$ cat config.mk
export PLATFORM = sky130hd
export DESIGN_NAME = regfile_writeback
export DESIGN_NICKNAME = d
export VERILOG_FILES = /design/src/rtl/regfile_writeback.sv
export SDC_FILE = /design/constraint.sdc
export NUM_CORES = 1
export LEC_CHECK = 0
export CAP_MARGIN = 20
export CORE_ASPECT_RATIO = 1.25
export CORE_MARGIN = 2
export CORE_UTILIZATION = 50
export CTS_CLUSTER_SIZE = 30
export DETAILED_ROUTE_END_ITERATION = 7
export PLACE_DENSITY = 0.74
export SYNTH_ARGS = -nofsm -noshare
export SYNTH_HDL_FRONTEND = slang
export SYNTH_SLANG_ARGS = --single-unit
$ cat constraint.sdc
create_clock -name CLK -period 4.27 [get_ports CLK]
set_clock_uncertainty 0.05 [all_clocks]
set_input_delay 0.6405 -clock CLK [delete_from_list [all_inputs] [get_ports CLK]]
set_output_delay 0.6405 -clock CLK [all_outputs]
set_load 0.01 [all_outputs]
$ cat src/rtl/regfile_writeback.sv
// ============================================================================
// Module   : regfile_writeback
// Purpose  : Register-file write-port initiator. It merges the ALU result path
//            (highest priority) with buffered load data, and keeps a
//            per-register pending-load scoreboard.
// Option   : WB_LD_BYPASS_EN lets a load skip the empty FIFO.
// Revision : 1.0 - initial release
// ============================================================================
`default_nettype none

module regfile_writeback #(
  parameter int DEPTH = 4
) (
  input  logic        CLK,
  input  logic        RST,
  input  logic        AluValid,
  input  logic [4:0]  AluReg,
  input  logic [31:0] AluData,
  input  logic        LdValid,
  output logic        LdReady,
  input  logic [4:0]  LdReg,
  input  logic [31:0] LdData,
  input  logic        PendSet,
  input  logic [4:0]  PendReg,
  input  logic [4:0]  QueryReg1,
  input  logic [4:0]  QueryReg2,
  output logic        Busy1,
  output logic        Busy2,
  output logic        RegWrite,
  output logic [4:0]  WriteReg,
  output logic [31:0] WriteData
);

  localparam int AW = (DEPTH > 1) ? $clog2(DEPTH) : 1;
  localparam logic [AW:0] C_FULL = (AW+1)'(DEPTH);

  logic [4:0]    r_mem_reg  [DEPTH];
  logic [31:0]   r_mem_data [DEPTH];
  logic [AW-1:0] r_head;
  logic [AW-1:0] r_tail;
  logic [AW:0]   r_count;
  logic [31:0]   r_pend;
  logic          r_regwrite;
  logic [4:0]    r_wreg;
  logic [31:0]   r_wdata;

  logic          w_empty;
  logic          w_push;
  logic          w_pop;
  logic          w_byp;
  logic          w_fifo_wr;
  logic [4:0]    w_head_reg;
  logic [31:0]   w_head_data;
  logic [31:0]   w_clr_vec;
  logic [31:0]   w_set_vec;
  logic [31:0]   w_pend_nxt;
  logic          w_sel;
  logic [4:0]    w_sel_reg;
  logic [31:0]   w_sel_data;

  assign w_empty     = (r_count == '0);
  assign LdReady     = !RST && (r_count != C_FULL);
  assign w_push      = LdValid && LdReady;
  assign w_pop       = !AluValid && !w_empty;
  assign w_head_reg  = r_mem_reg[r_head];
  assign w_head_data = r_mem_data[r_head];

`ifdef WB_LD_BYPASS_EN
  assign w_byp = !AluValid && w_empty && w_push;
`else
  assign w_byp = 1'b0;
`endif

  assign w_fifo_wr = w_push && !w_byp;

  always_comb begin
    w_sel      = 1'b0;
    w_sel_reg  = '0;
    w_sel_data = '0;
    if (AluValid) begin
      w_sel      = 1'b1;
      w_sel_reg  = AluReg;
      w_sel_data = AluData;
    end else if (w_pop) begin
      w_sel      = 1'b1;
      w_sel_reg  = w_head_reg;
      w_sel_data = w_head_data;
    end else if (w_byp) begin
      w_sel      = 1'b1;
      w_sel_reg  = LdReg;
      w_sel_data = LdData;
    end
  end

  // Clears come from the load leaving toward the register file; a same-edge
  // set is OR-ed in afterwards so it wins.
  always_comb begin
    w_clr_vec = '0;
    w_set_vec = '0;
    if (w_pop) w_clr_vec[w_head_reg] = 1'b1;
    if (w_byp) w_clr_vec[LdReg] = 1'b1;
    if (PendSet && (PendReg != 5'd0)) w_set_vec[PendReg] = 1'b1;
    w_pend_nxt = (r_pend & ~w_clr_vec) | w_set_vec;
  end

  always_ff @(posedge CLK) begin
    if (w_fifo_wr && !RST) begin
      r_mem_reg[r_tail]  <= LdReg;
      r_mem_data[r_tail] <= LdData;
    end
  end

  always_ff @(posedge CLK) begin
    if (RST) begin
      r_head     <= '0;
      r_tail     <= '0;
      r_count    <= '0;
      r_pend     <= '0;
      r_regwrite <= 1'b0;
      r_wreg     <= '0;
      r_wdata    <= '0;
    end else begin
      if (w_fifo_wr) r_tail <= r_tail + 1'b1;
      if (w_pop)     r_head <= r_head + 1'b1;
      case ({w_fifo_wr, w_pop})
        2'b10:   r_count <= r_count + 1'b1;
        2'b01:   r_count <= r_count - 1'b1;
        default: r_count <= r_count;
      endcase
      r_pend     <= w_pend_nxt;
      r_regwrite <= w_sel && (w_sel_reg != 5'd0);
      if (w_sel) begin
        r_wreg  <= w_sel_reg;
        r_wdata <= w_sel_data;
      end
    end
  end

  assign Busy1     = r_pend[QueryReg1] && (QueryReg1 != 5'd0);
  assign Busy2     = r_pend[QueryReg2] && (QueryReg2 != 5'd0);
  assign RegWrite  = r_regwrite;
  assign WriteReg  = r_wreg;
  assign WriteData = r_wdata;

endmodule

`default_nettype wire

==> impl_results.md, run 1 <==
* Status: finished clean
* CTS buffer count at 22
* DR iter-0 viols at 468
* Critical path type: input port to primary output
* DR WL/cell at 21.00 microns
* Setup TNS at 0 ns
* Maximum buffer depth of the clock tree at 3
* Total Die Area at 19910 sq um
* Setup violations, final at 0
* Layout cells sized above 1 at 12.20%
* CP endpoint kind: primary output
* Post-synthesis cell area at 9395 sq um
* Min-delay src: r_head[1]$_SDFFE_PP0P_
* Via count at 6349
* Port Buffers at 134
* Worst EP required at 3.58 ns
* Final worst-path cycle share at 85.22%
* Placer Congestion at 0.9305
* DRC at 0
* Mapped Nets at 798
* Clock Latency Late Sink at 0.49 ns
* Post-route antenna net violation count at 0
* Max reg flops at 128
* Leakage at 4.120 nW
* Commonest non-fill, non-tap cells in the layout: 148 x edfxtp_1, 132 x clkdlybuf4s50_1, 104 x nand2_1
* Post-route minimum period at 3.639 ns
* Die Height at 157.3 microns
* Area Overhead vs Synth at 24.36%
* Core area at 18570 sq um
* Clock transition at path regs at 0.06 ns
* Post-synthesis sequential area ratio at 63.92%
* Util after Layout at 62.92%
* Width of the die at 126.6 microns
* Antenna Cells at 0
* Average cell area after synthesis at 13.46 sq um
* Most common cell after layout, fill and taps aside: edfxtp_1
* Min-Delay Path Class: register to register
* Grt total ovfl at 0
* Max frequency at 274.8 MHz
* Peak VDD IR at 444.0 uV
* Clock sink total at 226
* Async SR Flop Fraction at 0%
* Power Density at 512.9 nW/um^2
* Final nets at 928
* CTS hold repair buffers at 0
* GR Util All Layers at 22.43%
* First-pass GRT wire length at 34560 microns
* Root Buffer: clkbuf_16
* Crit path max fanout at 9
* Filler Cell Count at 1344
* Number of global-route vias before repair at 6457
* Largest net degree at the start of global routing at 69
* Initial antenna violation count at 0
* Multi-input gate area at 3058 sq um
* CTS tree: built
* Post-synth EDFFs at 148
* Worst Tran Pin Value at 1.013 ns
* Storage element area at 6008 sq um
* Worst EP arrival at 2.95 ns
* CP Launch Point: QueryReg1[0]
* Initial Utilization at 50.60%
* Final slew viol count at 0
* Main synth FF type: edfxtp_1
* Via-per-instance ratio at 5.901
* Setup crit start kind: input port
* Post-Syn Instances at 698
* H-Tree Depth at 1
* Number of placement rows at 56
* Largest Register: r_mem_data
* Final hold vios at 0
* CTS resizes at 0
* Final HPWL DP at 15100 microns
* Post-CTS Setup Inserts at 0
* Drt pass-1 iters at 5
* Synth warnings at 0
* Ports at 135
* Netlist cell types at 39
* Synthesized flop and latch total at 226
* RSZ-0062 raised after global routing: false
* Slew HR at 32.46%
* # Max-Cap Violations at 0
* Routed WL at 22590 microns
==> final timing paths <==
kind / end / slack (ns) / cells after the start
max: Busy1 / 0.63 / 6
min: register / 0.47 / 2
max reg2reg: r_pend[30]$_SDFF_PP0_ / 1.60 / 4
min reg2reg: register / 0.47 / 2
==> cell type report <==
cell class,count,share of cell area (%)
sequential,226,51.42
multi-input combinational,386,26.17
timing repair buffer,148,12.27
clock buffer,31,5.183
tap,232,2.484
inverter,44,1.414
clock inverter,9,1.049
==> metal layers <==
metal	part of all wire (%)	GRT usage (%)	vias up	routed length (microns)
li1	-	-	2873	-
met1	38	26.62	3148	8597
met3	6.7	3.875	48	1504
met2	53	41.23	280	11990
met5	0	0	-	0
met4	2.2	7.535	0	505
==> metrics by stage <==
stage | hold WS [ns] | setup WS, ns | cells | total power [mW] | area [sq um]
6_report | 0.4704 | 0.6312 | 1076 | 5.993 | 11680
5_1_grt | 0.5098 | 0.4702 | 1076 | 6.255 | 11680
4_1_cts | 0.4710 | 0.6222 | 1075 | 6.047 | 11680
3_5_place_dp | 0.4533 | 0.6267 | 1035 | 4.101 | 10950
3_3_place_gp | 0.4533 | 0.6774 | 1035 | 4.040 | 10950
2_1_floorplan | 0.4402 | 1.478 | 698 | 3.538 | 9395
==> power breakdown <==
group / internal (mW) / switching (mW) / total, mW
Sequential: 2.50 / 0.135 / 2.63
Combinational: 0.632 / 0.788 / 1.42
Clock: 1.17 / 0.768 / 1.94
Total: 4.30 / 1.69 / 5.99
==> kinds of logic after synthesis <==
| group | count (synthesis) | synth area share, % |
|---|---|---|
| AOI/OAI and AO/OA | 118 | 7.910 |
| adders and majority gates | 6 | 0.8790 |
| buffers and inverters | 86 | 3.636 |
| xor gates and xnor gates | 5 | 0.4662 |
| muxes | 53 | 12.44 |
| DFF | 226 | 63.92 |
| and+or+nand+nor | 204 | 10.75 |
==> synthesized netlist by cell type, drive strengths merged (7+ instances only) <==
| cell | number | area, sq um |
|---|---|---|
| inv | 44 | 165.2 |
| dfxtp | 78 | 1562 |
| o21ai | 32 | 160.2 |
| nor2 | 19 | 71.32 |
| mux4 | 51 | 1149 |
| nand2 | 104 | 390.4 |
| buf | 15 | 75.07 |
| nor2b | 31 | 193.9 |
| nand4b | 7 | 61.31 |
| edfxtp | 148 | 4444 |
| a21oi | 44 | 220.2 |
| a221oi | 37 | 324.1 |
| clkbuf | 27 | 101.4 |
==> worst max-delay path: stages <==
cell,delay (ns)
clkdlybuf4s50_1,0.82
mux4_2,0.58
nand4b_1,0.09
and4_1,0.21
nand4_1,0.10
clkdlybuf4s50_1,0.50
(Power assumes the default switching activity.)
==> inputs of run 2 (changes only) <==
--- a/config.mk
+++ b/config.mk
@@ -11,6 +11,7 @@
 export CORE_UTILIZATION = 50
 export CTS_CLUSTER_SIZE = 30
 export DETAILED_ROUTE_END_ITERATION = 7
+export GPL_TIMING_DRIVEN = 0
 export PLACE_DENSITY = 0.74
 export SYNTH_ARGS = -nofsm -noshare
 export SYNTH_HDL_FRONTEND = slang
==> run 2 against run 1 <==
- wire length is 3.1% lower
- sequential power is 2% lower
- critical path depth stayed put
- combinational power is 8% higher
- non-clock buffer count is 30 higher
- final area is 1.4% higher
- critical endpoint is now LdReady
==> impl_results.md, run 2 (synthesis results as in run 1) <==
* CTS tree: built
* Min-Delay Path Class: register to register
* Number of placement rows at 56 (unchanged)
* Via count at 6287 (-0.98%)
* Largest net degree at the start of global routing at 35 (-49%)
* Drt pass-1 iters at 5 (unchanged)
* Final nets at 958 (+3.2%)
* Setup TNS at 0 ns (unchanged)
* Final hold vios at 0 (unchanged)
* Worst path slowest cell: clkdlybuf4s50_1
* Layout cells sized above 1 at 12.24% (+0.039 points)
* DR WL/cell at 19.78 microns (-5.8%)
* Metal-1 WL at 8847 microns (+2.9%)
* Placer Congestion at 0.8436 (-9.3%)
* Storage element area at 6006 sq um (about the same)
* Dpl cells at 1066 (+3.0%)
* Post-route antenna net violation count at 0 (unchanged)
* CTS resizes at 0 (unchanged)
* Slew HR at 36.58% (+4.1 points)
* Max incr delay on CP at 0.51 ns (-0.31 ns)
* Crit path max fanout at 10 (+1)
* Clock sink total at 226 (unchanged)
* Ports at 135 (unchanged)
* Area Overhead vs Synth at 26.14%
* Post-CTS Setup Inserts at 0 (unchanged)
* H-Tree Depth at 1 (unchanged)
* Power Density at 515.9 nW/um^2 (+0.57%)
* Worst EP required at 3.58 ns (about the same)
* Worst EP arrival at 2.97 ns (+0.02 ns)
* Finished Layout Cells at 1107 (+2.9%)
* RSZ-0062 raised after global routing: false
* Setup crit start kind: input port
* Setup violations, final at 0 (unchanged)
* Leakage at 4.183 nW (+1.5%)
* Die Height at 157.3 microns (unchanged)
* Final worst-path cycle share at 85.62% (+0.40 points)
* Critical Path, Cell by Cell: clkdlybuf4s50_1 > clkbuf_1 > clkbuf_1 > buf_1 > a21oi_1 > clkdlybuf4s50_1
* Max layer used: met4
* Initial antenna violation count at 1 (+1)
* Status: finished clean
* Width of the die at 126.6 microns (unchanged)
* CTS hold repair buffers at 0 (unchanged)
* Multi-input gate area at 3053 sq um (-0.16%)
* Post-route minimum period at 3.656 ns (+0.01709 ns)
* CTS buffer count at 22 (unchanged)
* Filler Cell Count at 1361 (+1.3%)
* Final slew viol count at 0 (unchanged)
* Initial Utilization at 50.60% (unchanged)
* Max reg flops at 128 (unchanged)
* Max frequency at 273.5 MHz (-0.47%)
* Number of global-route vias before repair at 6258 (-3.1%)
* Worst Tran Pin Value at 0.9441 ns (-0.06894 ns)
* Commonest non-fill, non-tap cells in the layout: 148 x edfxtp_1, 130 x clkdlybuf4s50_1, 104 x nand2_1
* Root Buffer: clkbuf_16
* WL met3 at 1485 microns (-1.3%)
* DR iter-0 viols at 512 (+9.4%)
* DRC at 0 (unchanged)
* Maximum buffer depth of the clock tree at 3 (unchanged)
* Final HPWL DP at 14810 microns (-1.9%)
* Grt total ovfl at 0 (unchanged)
* Core area at 18570 sq um (unchanged)
* Peak VDD IR at 374.8 uV (-16%)
* GR Util All Layers at 22.05% (-0.38 points)
* Clock Latency Late Sink at 0.50 ns (about the same)
* Clock transition at path regs at 0.07 ns (about the same)
* Largest Register: r_mem_data
* Port Buffers at 130 (-3.0%)
* First-pass GRT wire length at 34120 microns (-1.3%)
* Critical path type: input port to primary output
* CP endpoint kind: primary output
* # Max-Cap Violations at 0 (unchanged)
* Via-per-instance ratio at 5.679 (-3.7%)
* Routed WL at 21900 microns (-3.1%)
* Total Die Area at 19910 sq um (unchanged)
* Most common cell after layout, fill and taps aside: edfxtp_1
* Routed wl met2 at 11080 microns (-7.5%)
## run 2: changes by cell type in the layout (fill, tap and decap cells not counted), sizes merged
| cell | before | now |
|---|---|---|
| buf | 16 | 21 |
| clkbuf | 31 | 56 |
| clkdlybuf4s50 | 132 | 130 |
| clkinv | 4 | 6 |
| clkinvlp | 2 | 1 |
| diode | 0 | 1 |
| inv | 44 | 45 |
## run 2: report_power, final
part	leakage (nW)	switching, mW	total (mW)	internal (mW)
Sequential	1.98	0.0823	2.58	2.50
Combinational	1.83	0.870	1.53	0.658
Clock	0.373	0.803	2.01	1.21
## run 2: metal layers
layer / vias to the layer above / global-route usage (%)
li1: 2928 / -
met1: 3082 / 29.12
met2: 240 / 37.94
met3: 37 / 3.603
met4: 0 / 6.384
met5: - / 0
## run 2: path summary, 6_finish.rpt
path / endpoint / slack [ns] / startpoint / cells past startpoint
max: LdReady / 0.61 / RST / 6
min: register / 0.48 / r_head[1]$_SDFFE_PP0P_ / 2
max reg2reg: r_count[2]$_SDFFE_PP0P_ / 1.44 / r_count[0]$_SDFFE_PP0P_ / 9
min reg2reg: register / 0.48 / r_head[1]$_SDFFE_PP0P_ / 2
## run 2: area by class of cell
cell class              count  share of cell area, %
well taps                 232                  2.449
diodes                      1                0.02111
clock buffers              29                  5.215
multi-input cells         386                  25.76
clock inverters            11                  1.151
inverters                  44                  1.394
plain buffers              42                  1.489
flip-flops and latches    226                  50.68
repair buffers            136                  11.85
## run 2: per-stage QoR
| step | hold WS [ns] | power [mW] | utilization, % | area (sq um) | worst slack [ns] |
|---|---|---|---|---|---|
| floorplan | 0.4402 | 3.538 | - | 9395 | 1.478 |
| global placement | 0.4561 | 4.110 | 59.17 | 10990 | 0.03603 |
| detailed placement | 0.4706 | 4.149 | 59.75 | 11090 | 0.6015 |
| CTS | 0.4797 | 6.152 | 63.81 | 11850 | 0.5821 |
| global route | 0.4976 | 6.371 | 63.81 | 11850 | 0.4295 |
| finish | 0.4784 | 6.114 | 63.83 | 11850 | 0.6141 |
## run 2: critical path, delay by kind of cell
family,cells,cell delay (ns)
buf+inv,5,2.24
compound gates,1,0.08
==> inputs of run 3 (changes only) <==
--- a/config.mk
+++ b/config.mk
@@ -12,7 +12,7 @@
 export CTS_CLUSTER_SIZE = 30
 export DETAILED_ROUTE_END_ITERATION = 7
 export GPL_TIMING_DRIVEN = 0
-export PLACE_DENSITY = 0.74
+export PLACE_DENSITY_LB_ADDON = 0.2
 export SYNTH_ARGS = -nofsm -noshare
 export SYNTH_HDL_FRONTEND = slang
 export SYNTH_SLANG_ARGS = --single-unit
==> run 3 against run 2 <==
- the flow now finishes with violations (DRC)
- critical endpoint unchanged
- final cell count is essentially flat
- critical path type unchanged
- flip-flop and latch count is the same
- final area shrank 0.18%
- highest routed layer unchanged
- maximum frequency shrank 0.97%
- wire length grew 6.2%
- critical path depth is the same
- die area is the same
- total power shrank 0.54%
- global-route usage grew 1.2 points
- non-clock buffer count is the same
==> impl_results.md, run 3 (synthesis results as in run 1) <==
* CP endpoint kind: primary output
* CTS buffer count at 22 (unchanged)
* Port Buffers at 130 (unchanged)
* DRC at 3 (+3)
* Final HPWL DP at 16150 microns (+9.0%)
* RSZ-0062 raised after global routing: false
* H-Tree Depth at 1 (unchanged)
* Metal-1 WL at 8746 microns (-1.1%)
* Worst EP required at 3.58 ns (about the same)
* Critical path type: input port to primary output
* Worst Setup Slack, final at 0.5784 ns (-0.03573 ns)
* Worst EP arrival at 3.00 ns (+0.03 ns)
* CTS resizes at 0 (unchanged)
* Area Overhead vs Synth at 25.92%
* Largest Register: r_mem_data
* Layout cells sized above 1 at 12.36% (+0.11 points)
* Crit path max fanout at 10 (unchanged)
* R2r worst-path depth at 9 (unchanged)
* Placer Congestion at 0.8622 (+2.2%)
* Maximum buffer depth of the clock tree at 3 (unchanged)
* Width of the die at 126.6 microns (unchanged)
* Final slew viol count at 0 (unchanged)
* Min-Delay Path Class: register to register
* Commonest non-fill, non-tap cells in the layout: 148 x edfxtp_1, 130 x clkdlybuf4s50_1, 104 x nand2_1
* Worst R2R End: r_count[2]$_SDFFE_PP0P_
* Final Power at 6.081 mW (-0.54%)
* Peak VDD IR at 335.1 uV (-11%)
* Final hold vios at 0 (unchanged)
* Drt pass-1 iters at 8 (+3)
* CP Launch Point: RST
* Grt total ovfl at 0 (unchanged)
* Total Die Area at 19910 sq um (unchanged)
* Via-per-instance ratio at 5.882 (+3.6%)
* Setup crit start kind: input port
* GR Util All Layers at 23.23% (+1.2 points)
* Dpl ws at 0.5643 ns (-0.03722 ns)
* Routed WL at 23250 microns (+6.2%)
* Setup slack, reg-to-reg at 1.45 ns (about the same)
* Post-route minimum period at 3.692 ns (+0.03573 ns)
* Antenna Cells at 0 (-1)
* CTS tree: built
* Most common cell after layout, fill and taps aside: edfxtp_1
* Max frequency at 270.9 MHz (-0.97%)
* Clock Latency Late Sink at 0.49 ns (about the same)
* Number of placement rows at 56 (unchanged)
* Final nets at 958 (unchanged)
* Setup TNS at 0 ns (unchanged)
* CTS hold repair buffers at 0 (unchanged)
* Max layer used: met4
* Initial Utilization at 50.60% (unchanged)
* # Max-Cap Violations at 0 (unchanged)
* Critical path destination: LdReady
* Clock sink total at 226 (unchanged)
* Dpl cells at 1066 (unchanged)
* Routed wl met2 at 12360 microns (+12%)
* Post-CTS Setup Inserts at 0 (unchanged)
* Max reg flops at 128 (unchanged)
* Number of global-route vias before repair at 6778 (+8.3%)
* Failing checks: DRC
* Reg2Reg Launch Point: r_count[0]$_SDFFE_PP0P_
* First-pass GRT wire length at 35890 microns (+5.2%)
* Final worst-path cycle share at 86.45% (+0.84 points)
* Clock transition at path regs at 0.06 ns (about the same)
* Post-route antenna net violation count at 0 (unchanged)
* Root Buffer: clkbuf_16
* Core area at 18570 sq um (unchanged)
* Finished Layout Cells at 1106 (-0.090%)
* Leakage at 4.165 nW (-0.43%)
* Power Density at 514.0 nW/um^2 (-0.36%)
* Ports at 135 (unchanged)
* Slew HR at 27.25% (-9.3 points)
* Die Height at 157.3 microns (unchanged)
* Largest net degree at the start of global routing at 31 (-11%)
* WL met3 at 1557 microns (+4.8%)
* Initial antenna violation count at 0 (-1)
* Worst hold slack at 0.4894 ns (+0.01098 ns)
* Worst Tran Pin Value at 1.083 ns (+0.1389 ns)
* Setup violations, final at 0 (unchanged)
* Via count at 6505 (+3.5%)
* DR iter-0 viols at 516 (+0.78%)
* Status: finished, violations left
* DR WL/cell at 21.02 microns (+6.3%)
## run 3: worst max-delay path, cell delays in order
cell	delay, ns
clkdlybuf4s50_1	0.49
clkbuf_1	0.39
clkbuf_1	0.47
buf_1	0.38
a21oi_1	0.12
clkdlybuf4s50_1	0.50
## run 3: worst min-delay path by stage
stage | to | startpoint | slack (ns) | depth (start not counted)
detailed placement | register | r_head[1]$_SDFFE_PP0P_ | 0.48 | 2
global placement | r_count[2]$_SDFFE_PP0P_ | r_count[2]$_SDFFE_PP0P_ | 0.46 | 2
finish | register | r_head[1]$_SDFFE_PP0P_ | 0.49 | 2
CTS | register | r_head[1]$_SDFFE_PP0P_ | 0.49 | 2
global route | WriteData[5]$_SDFFE_PP0P_ | WriteData[5]$_SDFFE_PP0P_ | 0.53 | 2
floorplan | register | r_head[1]$_SDFFE_PP0P_ | 0.44 | 2
## run 3: metrics by stage
| stage | utilization (%) | area [sq um] |
|---|---|---|
| final | 63.71 | 11830 |
| after global routing | 63.71 | 11830 |
| after CTS | 63.71 | 11830 |
| after detailed placement | 59.71 | 11090 |
| after global placement | 59.17 | 10990 |
| after floorplan | - | 9395 |
## run 3: cell type report
class,count,area (sq um)
Buffer,42,176.4
Clock buffer,25,583.1
Clock inverter,15,160.2
Fill cell,1365,6738
Inverter,44,165.2
Multi-Input combinational cell,386,3053
Sequential cell,226,6006
Tap cell,232,290.3
Timing Repair Buffer,136,1396
## run 3: per-layer routing
layer  up-vias  global-route usage, %
li1       2928                      -
met1      3251                  28.03
met2       281                  41.86
met3        45                  4.113
met4         0                  8.268
met5         -                      0
## run 3: report_power, final
group	internal (mW)	switching, mW	total, mW
clock network	1.17	0.798	1.97
registers	2.50	0.0868	2.58
logic	0.658	0.874	1.53
total	4.32	1.76	6.08
